--- src/rtl/i2s_pkg.sv ---
// i2s_pkg: shared defaults and frame-length helper for the I2S transmitter
package i2s_pkg;
  localparam int WIDTH_DEF = 16;
  localparam int CLK_DIV_DEF = 14;
  function automatic int frame_len(input int width);
    return 2 * width;
  endfunction
endpackage

--- src/rtl/i2s_if.sv ---
// i2s_if: sample input and serial pin bundle of the I2S transmitter
interface i2s_if import i2s_pkg::*; #(parameter int WIDTH = WIDTH_DEF);
  logic [WIDTH-1:0] left;
  logic [WIDTH-1:0] right;
  logic in_valid;
  logic mute;
  logic frame_strobe;
  logic underrun;
  logic i2s_bck;
  logic i2s_lrck;
  logic i2s_data;
  modport master (
    output left, right, in_valid, mute,
    input frame_strobe, underrun, i2s_bck, i2s_lrck, i2s_data
  );
  modport slave (
    input left, right, in_valid, mute,
    output frame_strobe, underrun, i2s_bck, i2s_lrck, i2s_data
  );
endinterface

--- src/rtl/i2s_clkgen.sv ---
// i2s_clkgen: integer divider producing BCK and edge ticks aligned with its toggles
module i2s_clkgen import i2s_pkg::*; #(
  parameter int CLK_DIV = CLK_DIV_DEF
) (
  input  logic clk_sys,
  input  logic reset,
  output logic i2s_bck,
  output logic fall_tick,
  output logic rise_tick
);
  localparam int DW = CLK_DIV > 1 ? $clog2(CLK_DIV) : 1;
  logic [DW-1:0] div_cnt;
  logic wrap;
  assign wrap = div_cnt == DW'(CLK_DIV - 1);
  assign fall_tick = wrap & i2s_bck;
  assign rise_tick = wrap & ~i2s_bck;
  // count one BCK half-period, toggling BCK on the last count
  always_ff @(posedge clk_sys) begin
    if (reset) begin
      div_cnt <= '0;
      i2s_bck <= 1'b0;
    end else begin
      div_cnt <= wrap ? '0 : div_cnt + 1'b1;
      if (wrap) i2s_bck <= ~i2s_bck;
    end
  end
endmodule

--- src/rtl/i2s_audio_tx.sv ---
// i2s_audio_tx: holds the latest stereo pair and shifts it out in Philips I2S format
module i2s_audio_tx import i2s_pkg::*; #(
  parameter int WIDTH = WIDTH_DEF,
  parameter int CLK_DIV = CLK_DIV_DEF
) (
  input logic clk_sys,
  input logic reset,
  i2s_if.slave bus
);
  localparam int FL = frame_len(WIDTH);
  localparam int BW = $clog2(FL);
  logic [BW-1:0] bit_cnt, bit_nxt;
  logic [WIDTH-1:0] hold_l, hold_r;
  logic [FL-1:0] sh, frame;
  logic fresh, fall_tick, load;
  i2s_clkgen #(.CLK_DIV(CLK_DIV)) u_clkgen (
    .clk_sys(clk_sys),
    .reset(reset),
    .i2s_bck(bus.i2s_bck),
    .fall_tick(fall_tick),
    .rise_tick()
  );
  // next bit position, frame-load condition and the word to load
  always_comb begin
    bit_nxt = bit_cnt == BW'(FL - 1) ? '0 : bit_cnt + 1'b1;
    load = fall_tick && bit_cnt == BW'(FL - 1);
    frame = bus.mute ? '0 : {hold_l, hold_r};
  end
  // holding registers, frame shifter and registered pin outputs
  always_ff @(posedge clk_sys) begin
    if (reset) begin
      bit_cnt <= BW'(FL - 1);
      sh <= '0;
      hold_l <= '0;
      hold_r <= '0;
      fresh <= 1'b0;
      bus.i2s_lrck <= 1'b0;
      bus.i2s_data <= 1'b0;
      bus.frame_strobe <= 1'b0;
      bus.underrun <= 1'b0;
    end else begin
      bus.frame_strobe <= load;
      bus.underrun <= load & ~fresh;
      fresh <= bus.in_valid | (fresh & ~load);
      if (bus.in_valid) begin
        hold_l <= bus.left;
        hold_r <= bus.right;
      end
      if (fall_tick) begin
        bit_cnt <= bit_nxt;
        bus.i2s_lrck <= bit_nxt >= BW'(WIDTH - 1) && bit_nxt <= BW'(FL - 2);
        bus.i2s_data <= load ? frame[FL-1] : sh[FL-1];
        sh <= load ? frame << 1 : sh << 1;
      end
    end
  end
endmodule

--- src/flat_wrapper.sv ---
// flat-port wrapper written by rule: the top's interface ports become plain ports
module i2s_audio_tx_flat import i2s_pkg::*;
#(
  parameter int WIDTH = WIDTH_DEF,
  parameter int CLK_DIV = CLK_DIV_DEF
)
  (clk_sys, reset, bus_left, bus_right, bus_in_valid, bus_mute, bus_frame_strobe, bus_underrun, bus_i2s_bck, bus_i2s_lrck, bus_i2s_data);
  i2s_if #(.WIDTH(WIDTH)) bus_i ();
  input logic clk_sys;
  input logic reset;
  input wire logic [$bits(bus_i.left)-1:0] bus_left;
  input wire logic [$bits(bus_i.right)-1:0] bus_right;
  input wire logic [$bits(bus_i.in_valid)-1:0] bus_in_valid;
  input wire logic [$bits(bus_i.mute)-1:0] bus_mute;
  output wire logic [$bits(bus_i.frame_strobe)-1:0] bus_frame_strobe;
  output wire logic [$bits(bus_i.underrun)-1:0] bus_underrun;
  output wire logic [$bits(bus_i.i2s_bck)-1:0] bus_i2s_bck;
  output wire logic [$bits(bus_i.i2s_lrck)-1:0] bus_i2s_lrck;
  output wire logic [$bits(bus_i.i2s_data)-1:0] bus_i2s_data;
  assign bus_i.left = bus_left;
  assign bus_i.right = bus_right;
  assign bus_i.in_valid = bus_in_valid;
  assign bus_i.mute = bus_mute;
  assign bus_frame_strobe = bus_i.frame_strobe;
  assign bus_underrun = bus_i.underrun;
  assign bus_i2s_bck = bus_i.i2s_bck;
  assign bus_i2s_lrck = bus_i.i2s_lrck;
  assign bus_i2s_data = bus_i.i2s_data;
  i2s_audio_tx #(.WIDTH(WIDTH), .CLK_DIV(CLK_DIV)) u_core (.clk_sys(clk_sys), .reset(reset), .bus(bus_i));
endmodule
--- config.mk ---
export PLATFORM = sky130hd
export DESIGN_NAME = i2s_audio_tx_flat
export DESIGN_NICKNAME = d
export VERILOG_FILES = /design/src/rtl/i2s_pkg.sv /design/src/rtl/i2s_if.sv /design/src/rtl/i2s_clkgen.sv /design/src/rtl/i2s_audio_tx.sv /design/src/flat_wrapper.sv
export SDC_FILE = /design/constraint.sdc
export NUM_CORES = 1
export LEC_CHECK = 0
export ABC_AREA = 0
export CAP_MARGIN = 0
export CORE_UTILIZATION = 54
export CTS_BUF_LIST = sky130_fd_sc_hd__clkbuf_8 sky130_fd_sc_hd__clkbuf_16
export CTS_CLUSTER_DIAMETER = 200
export DETAILED_ROUTE_END_ITERATION = 10
export GPL_TIMING_DRIVEN = 0
export PLACE_DENSITY = 0.85
export SYNTH_ARGS = -nofsm -noshare
export SYNTH_HDL_FRONTEND = slang
export SYNTH_SLANG_ARGS = --single-unit
--- constraint.sdc ---
create_clock -name clk_sys -period 1.95 [get_ports clk_sys]
set_input_delay 0.2925 -clock clk_sys [delete_from_list [all_inputs] [get_ports clk_sys]]
set_output_delay 0.2925 -clock clk_sys [all_outputs]
set_load 0.01 [all_outputs]
## Yosys cells after proc, flatten, opt, wreduce, memory -nomap -nowiden

Index checks and enable logic that the tools add are counted.
Widths: inputs -> output; s select.

- Bits in registers: 79
- Bits of input ports: 36
- Output and inout bits: 5
- Word-level logic and storage cells: 31

- Add/subtract/negate cells: 2
- Magnitude comparators: 2
- Equality and inequality tests: 2
- Muxes and demuxes: 4
- Bitwise operators: 7
- Reduce and logical (&&, ||, !) cells: 3

Operator list:

| operator | number |
|---|---|
| $mux 32 | 2 |
| $add 5x1->5 const B | 1 |
| $eq 5x5->1 const B | 1 |
| $ge 5x4->1 const B | 1 |
| $le 5x5->1 const B | 1 |
| $mux 5 | 1 |
| $add 4x1->4 const B | 1 |
| $eq 4x4->1 const B | 1 |
| $and 1x1->1 | 3 |
| $not 1->1 | 3 |
| $logic_and 1x1->1 | 2 |
| $reduce_or 2->1 | 1 |
| $mux 1 | 1 |
| $or 1x1->1 | 1 |

## Depth between registers and ports, before layout

- Depth after elaboration: 6
- Depth in mapped cells: 8
- Gate-level depth less buffers: 6

## By module

A second synthesis with hierarchy kept.

- Cells, all modules: 392
- Area total of the unflattened synthesis: 3380.7 sq um

Modules (own cells, without submodules):

| module | times used | cells each | area an instance (sq um) | sequential area each (sq um) |
|---|---|---|---|---|
| i2s_audio_tx | 1 | 369 | 3159.3 | 1461.4 |
| i2s_clkgen | 1 | 23 | 221.5 | 100.1 |

## Worst setup path after synthesis

OpenSTA, ideal clock, no wires.

- Kind: register to register
- Start point: register u_core.bit_cnt[0]
- End point: register u_core.bus.i2s_lrck
- Setup time: 0.120 ns
- Data arrival time: 1.633 ns
- Data required time: 1.830 ns
- Slack: 0.197 ns
- Cell stages (with the launch flop): 8
- Buffers on the path: 1
- Clock period less this slack: 1.753 ns
- Path through: dfxtp_1 -> ha_1 -> and3_1 -> ha_1 -> buf_2 -> nor4bb_1 -> a2111o_1 -> nand3_1

- Word-level cells in the longest chain between the ends: 4
- Elaborated cells on any way between the ends: 6
- Classes of those cells: add/sub: 1; order compare: 2; eq/ne: 1; mux: 1; reduce/logical: 1

RTL lines:

| item | line | text |
|---|---|---|
| from (decl) | i2s_audio_tx.sv:12 | `logic [BW-1:0] bit_cnt, bit_nxt;` |
| from (signal assigned) | i2s_audio_tx.sv:32 | `bit_cnt <= BW'(FL - 1);` |
| from (signal assigned) | i2s_audio_tx.sv:50 | `bit_cnt <= bit_nxt;` |
| $add 5x1->5 or $eq 5x5->1 (tied branches) | i2s_audio_tx.sv:25 | `bit_nxt = bit_cnt == BW'(FL - 1) ? '0 : bit_cnt + 1'b1;` |
| $mux 5 (*) | i2s_audio_tx.sv:25 |  |
| $ge 5x4->1 or $le 5x5->1 (tied branches) | i2s_audio_tx.sv:51 | `bus.i2s_lrck <= bit_nxt >= BW'(WIDTH - 1) && bit_nxt <= BW'(FL - 2);` |
| $logic_and 1x1->1 (*) | i2s_audio_tx.sv:51 |  |
| to (signal assigned) | i2s_audio_tx.sv:51 |  |
| to (decl) | i2s_if.sv:18 | `output frame_strobe, underrun, i2s_bck, i2s_lrck, i2s_data` |

Mark *: on every way between the ends. The rest lies on a longest branch, timed or not.
A chain may end at the register's enable or synchronous reset.

## Worst setup path after layout

Same ends and word-level chain as after synthesis.

==> flow_summary.yaml <==
setup_path:
  cp_num_buf_inv: 1
  slowest_delay_ps: 370
  rrSetupSlack_ps: 130
  end_kind: "flop"
  cpMaxStageDelayCell: "dfxtp_4"
  crit_arrival_ps: 2060
  crit_path_start_kind: "flop"
  path_max_fanout: 10
  r2r_end: "u_core.bus.i2s_lrck$_SDFFE_PP0N_"
  reg2reg_from: "u_core.bit_cnt[0]$_SDFFE_PP1N_"
  crit_family: "simple AND/OR/NAND/NOR gates"
  cp.required_ps: 2190
  path_class: "reg2reg"
  reg2reg_depth: 7
  path_cells: "ha_2, and3_1, ha_1, buf_6, nor4bb_4, a2111o_1, nand3_1"
grt:
  grtUsageTotal_pct: 23.36
  antenna_found_initial: 0
  overflow: 0
  grt_pass1_vias: 2462
  grt_max_degree: 13
  grt_pass1_wl_um: 11360
power_and_ir_drop:
  p_total_w: 0.003026
  p_leak_nw: 1.550
  powerDensity_nw_per_um2: 778.0
  irDropWorstVdd_v: 0.0004579
min_path:
  min_delay_path_depth: 3
  hp-start: "bus_in_valid"
  hp-class: "in2reg"
  hold-path-endpoint: "u_core.hold_l[13]$_SDFFE_PP0P_"
die:
  fp.dieArea_um2: 6191
  coreArea_um2: 5574
  die_w_um: 78.69
  die_h_um: 78.69
  ioPinCount: 41
  start_util_pct: 56.97
  rows: 27
sta:
  maxSlewHeadroom_pct: 68.66
  clock_skew_ps: 8.188
  rsz0062_at_grt: "false"
  slew_violations: 0
  max_freq_mhz: 549.7
  setup_violations: 0
  hold_viol: 0
  fin_crit_sh_pct: 93.29
  worstMarginPinSlew_ps: 470.2
  fin_crit_ps: 1819
yosys:
  syn_nets: 355
  yosys.area.top_type: "dfxtp_1"
  synth_seq_cells: 78
  synth_adder_area_share_pct: 1.576
  synth_edf_count: 0
  synth_top_area_share_pct: 49.17
  syn_avg_cell_area_um2: 10.08
  synth_area_um2: 3176
  yosys.cell_types.count: 36
  synthSimpleGateAreaFrac_pct: 13.04
  yosysSeqAreaShare_pct: 49.17
  synth_most_common_cell: "dfxtp_1"
  synth_top_family_by_area: "compound AO/OA/AOI/OAI gates"
  syn_inst: 315
  yosysWarningCount: 0
  synth_area_leaders: "dfxtp_1, mux2i_1, a22o_1, o2bb2ai_1, nor2_1"
  synth-compound-area-share_pct: 21.16
  post_synth_mux_area_share_pct: 10.09
  synth_common_cells: "dfxtp_1, nor2_1, nand2_1"
  synth_flop_cell: "dfxtp_1"
  synthArstFlopShare_pct: 0
  synthXorXnorAreaFrac_pct: 0.5516
cts:
  clk_pin_slew_ps: 70
  clkSinkCount: 78
  clock_latency_ps: 350
  cts-buffers-inserted: 9
  clockBufferDepth: 2
  h-tree-depth: 3
  cts_root_buf: "clkbuf_8"
  tritoncts: "yes"
layout:
  fin_cells: 442
  fillers: 460
  syn_to_final_growth_pct: 22.50
  finalNetCount: 405
  drive_above_1_share_pct: 11.35
  antennaDiodeCount: 0
route:
  avgRoutedWirePerCell_um: 15.10
  route.met2.wl_um: 3137
  drt_wl_total_um: 6672
  via_per_inst: 5.665
  drc: 0
  vias: 2504
  wl_met1_um: 3115
  antenna_left: 0
  dr.pass1.iters: 4
  highest_layer: "met4"
  drt_first_iter_violations: 153
  wl_met3_um: 311
placed_design:
  dp_cells: 426
  numPortBuffers: 39
  dp_hpwl_um: 4486
  place.gp.congestion: 0.8666
run:
  drv_cap: 0
status:
  status: "complete, no violations"
==> what timing repair did <==
| action | in CTS | in global routing |
|---|---|---|
| hold endpoints to repair | 0 | 0 |
| setup endpoints to repair | 28 | 32 |
| resized for setup | 9 | 9 |
| hold buffers | 0 | 0 |
| buffers inserted | 0 | 0 |
==> registers in the layout, indices dropped and copies added, names as in the netlist <==
name	count
u_core.bus.frame_strobe	1
u_core.u_clkgen.i2s_bck	1
u_core.bus.i2s_lrck	1
u_core.fresh	1
u_core.bus.i2s_data	1
u_core.bus.underrun	1
u_core.u_clkgen.div_cnt	4
u_core.hold_l	16
u_core.sh	31
u_core.hold_r	16
u_core.bit_cnt	5
==> report_power, final <==
group	internal (W)	switching, W	total [W]	leakage, nW
Sequential	0.00164	0.0000287	0.00167	0.636
Clock	0.000557	0.000556	0.00111	0.0996
Combinational	0.000130	0.000118	0.000248	0.815
==> metal layers <==
metal | track usage, % | vias up
li1 | - | 1246
met1 | 28.71 | 1188
met2 | 38.70 | 56
met3 | 6.395 | 14
met4 | 8.889 | 0
met5 | 0 | -
==> how the worst max path moves through the flow <==
stage | startpoint | end | cells after the start
floorplan | u_core.bit_cnt[0]$_SDFFE_PP1N_ | u_core.bus.i2s_lrck$_SDFFE_PP0N_ | 7
global placement | u_core.bit_cnt[0]$_SDFFE_PP1N_ | u_core.sh[17]$_SDFFE_PP0N_ | 7
detailed placement | u_core.bit_cnt[0]$_SDFFE_PP1N_ | u_core.sh[11]$_SDFFE_PP0N_ | 7
CTS | u_core.bit_cnt[0]$_SDFFE_PP1N_ | u_core.bus.i2s_lrck$_SDFFE_PP0N_ | 7
global route | u_core.bit_cnt[0]$_SDFFE_PP1N_ | u_core.sh[12]$_SDFFE_PP0N_ | 8
finish | u_core.bit_cnt[0]$_SDFFE_PP1N_ | u_core.bus.i2s_lrck$_SDFFE_PP0N_ | 7
==> tightest hold or removal path, cell delays in order <==
cell     delay [ps]
buf_2           190
mux2i_1         100
nor2_1           70
==> layout make-up <==
type	instances	area [um2]	share of cell area, %
repair buffers	39	390.4	10.04
clock buffers	12	165.2	4.246
flip-flops and latches	78	1565	40.24
clock inverters	4	21.27	0.5468
plain buffers	25	146.4	3.763
well taps	72	90.09	2.316
multi-input cells	207	1491	38.34
inverters	5	20.02	0.5146
==> placed cells by master, fill, tap and decap left out, types with 2 or more instances in the layout <==
| master | Yosys | layout |
|---|---|---|
| nand2_1 | 35 | 35 |
| clkinv_2 | 0 | 3 |
| nand4b_1 | 2 | 2 |
| clkbuf_8 | 0 | 12 |
| nor2_1 | 36 | 36 |
| ha_1 | 4 | 3 |
| a31oi_1 | 2 | 2 |
| buf_4 | 3 | 4 |
| buf_2 | 13 | 9 |
| dfxtp_1 | 78 | 77 |
| inv_1 | 4 | 5 |
| nand2b_1 | 2 | 2 |
| mux2i_1 | 32 | 32 |
| a21oi_1 | 5 | 5 |
| o2bb2ai_1 | 31 | 31 |
| nor3_1 | 3 | 3 |
| and3_1 | 3 | 3 |
| o21ai_0 | 3 | 3 |
| clkbuf_1 | 8 | 5 |
| a22o_1 | 31 | 31 |
| clkbuf_4 | 0 | 5 |
| a211o_1 | 3 | 3 |
| clkdlybuf4s50_1 | 0 | 39 |
==> per-stage QoR <==
stage          util (%)  TNS (ps)  instance area, um2  hold WS, ps  setup slack, ps
6_report          69.79         0                3890        348.3            130.9
5_1_grt           69.79         0                3890        351.8            18.94
4_1_cts           69.32    -63.34                3864        335.5           -16.99
3_5_place_dp      65.59     -1604                3656        411.6           -78.62
3_3_place_gp      65.59    -766.8                3656        407.4           -39.25
2_1_floorplan         -         0                3176        390.9            197.4
==> logic make-up after synthesis <==
| logic type | after synthesis |
|---|---|
| mux | 32 |
| xor+xnor | 2 |
| flops | 78 |
| fa+ha+maj | 4 |
| simple gates | 89 |
| buf+inv | 30 |
| compound gates | 80 |
Power figures use the tool's default switching activity.
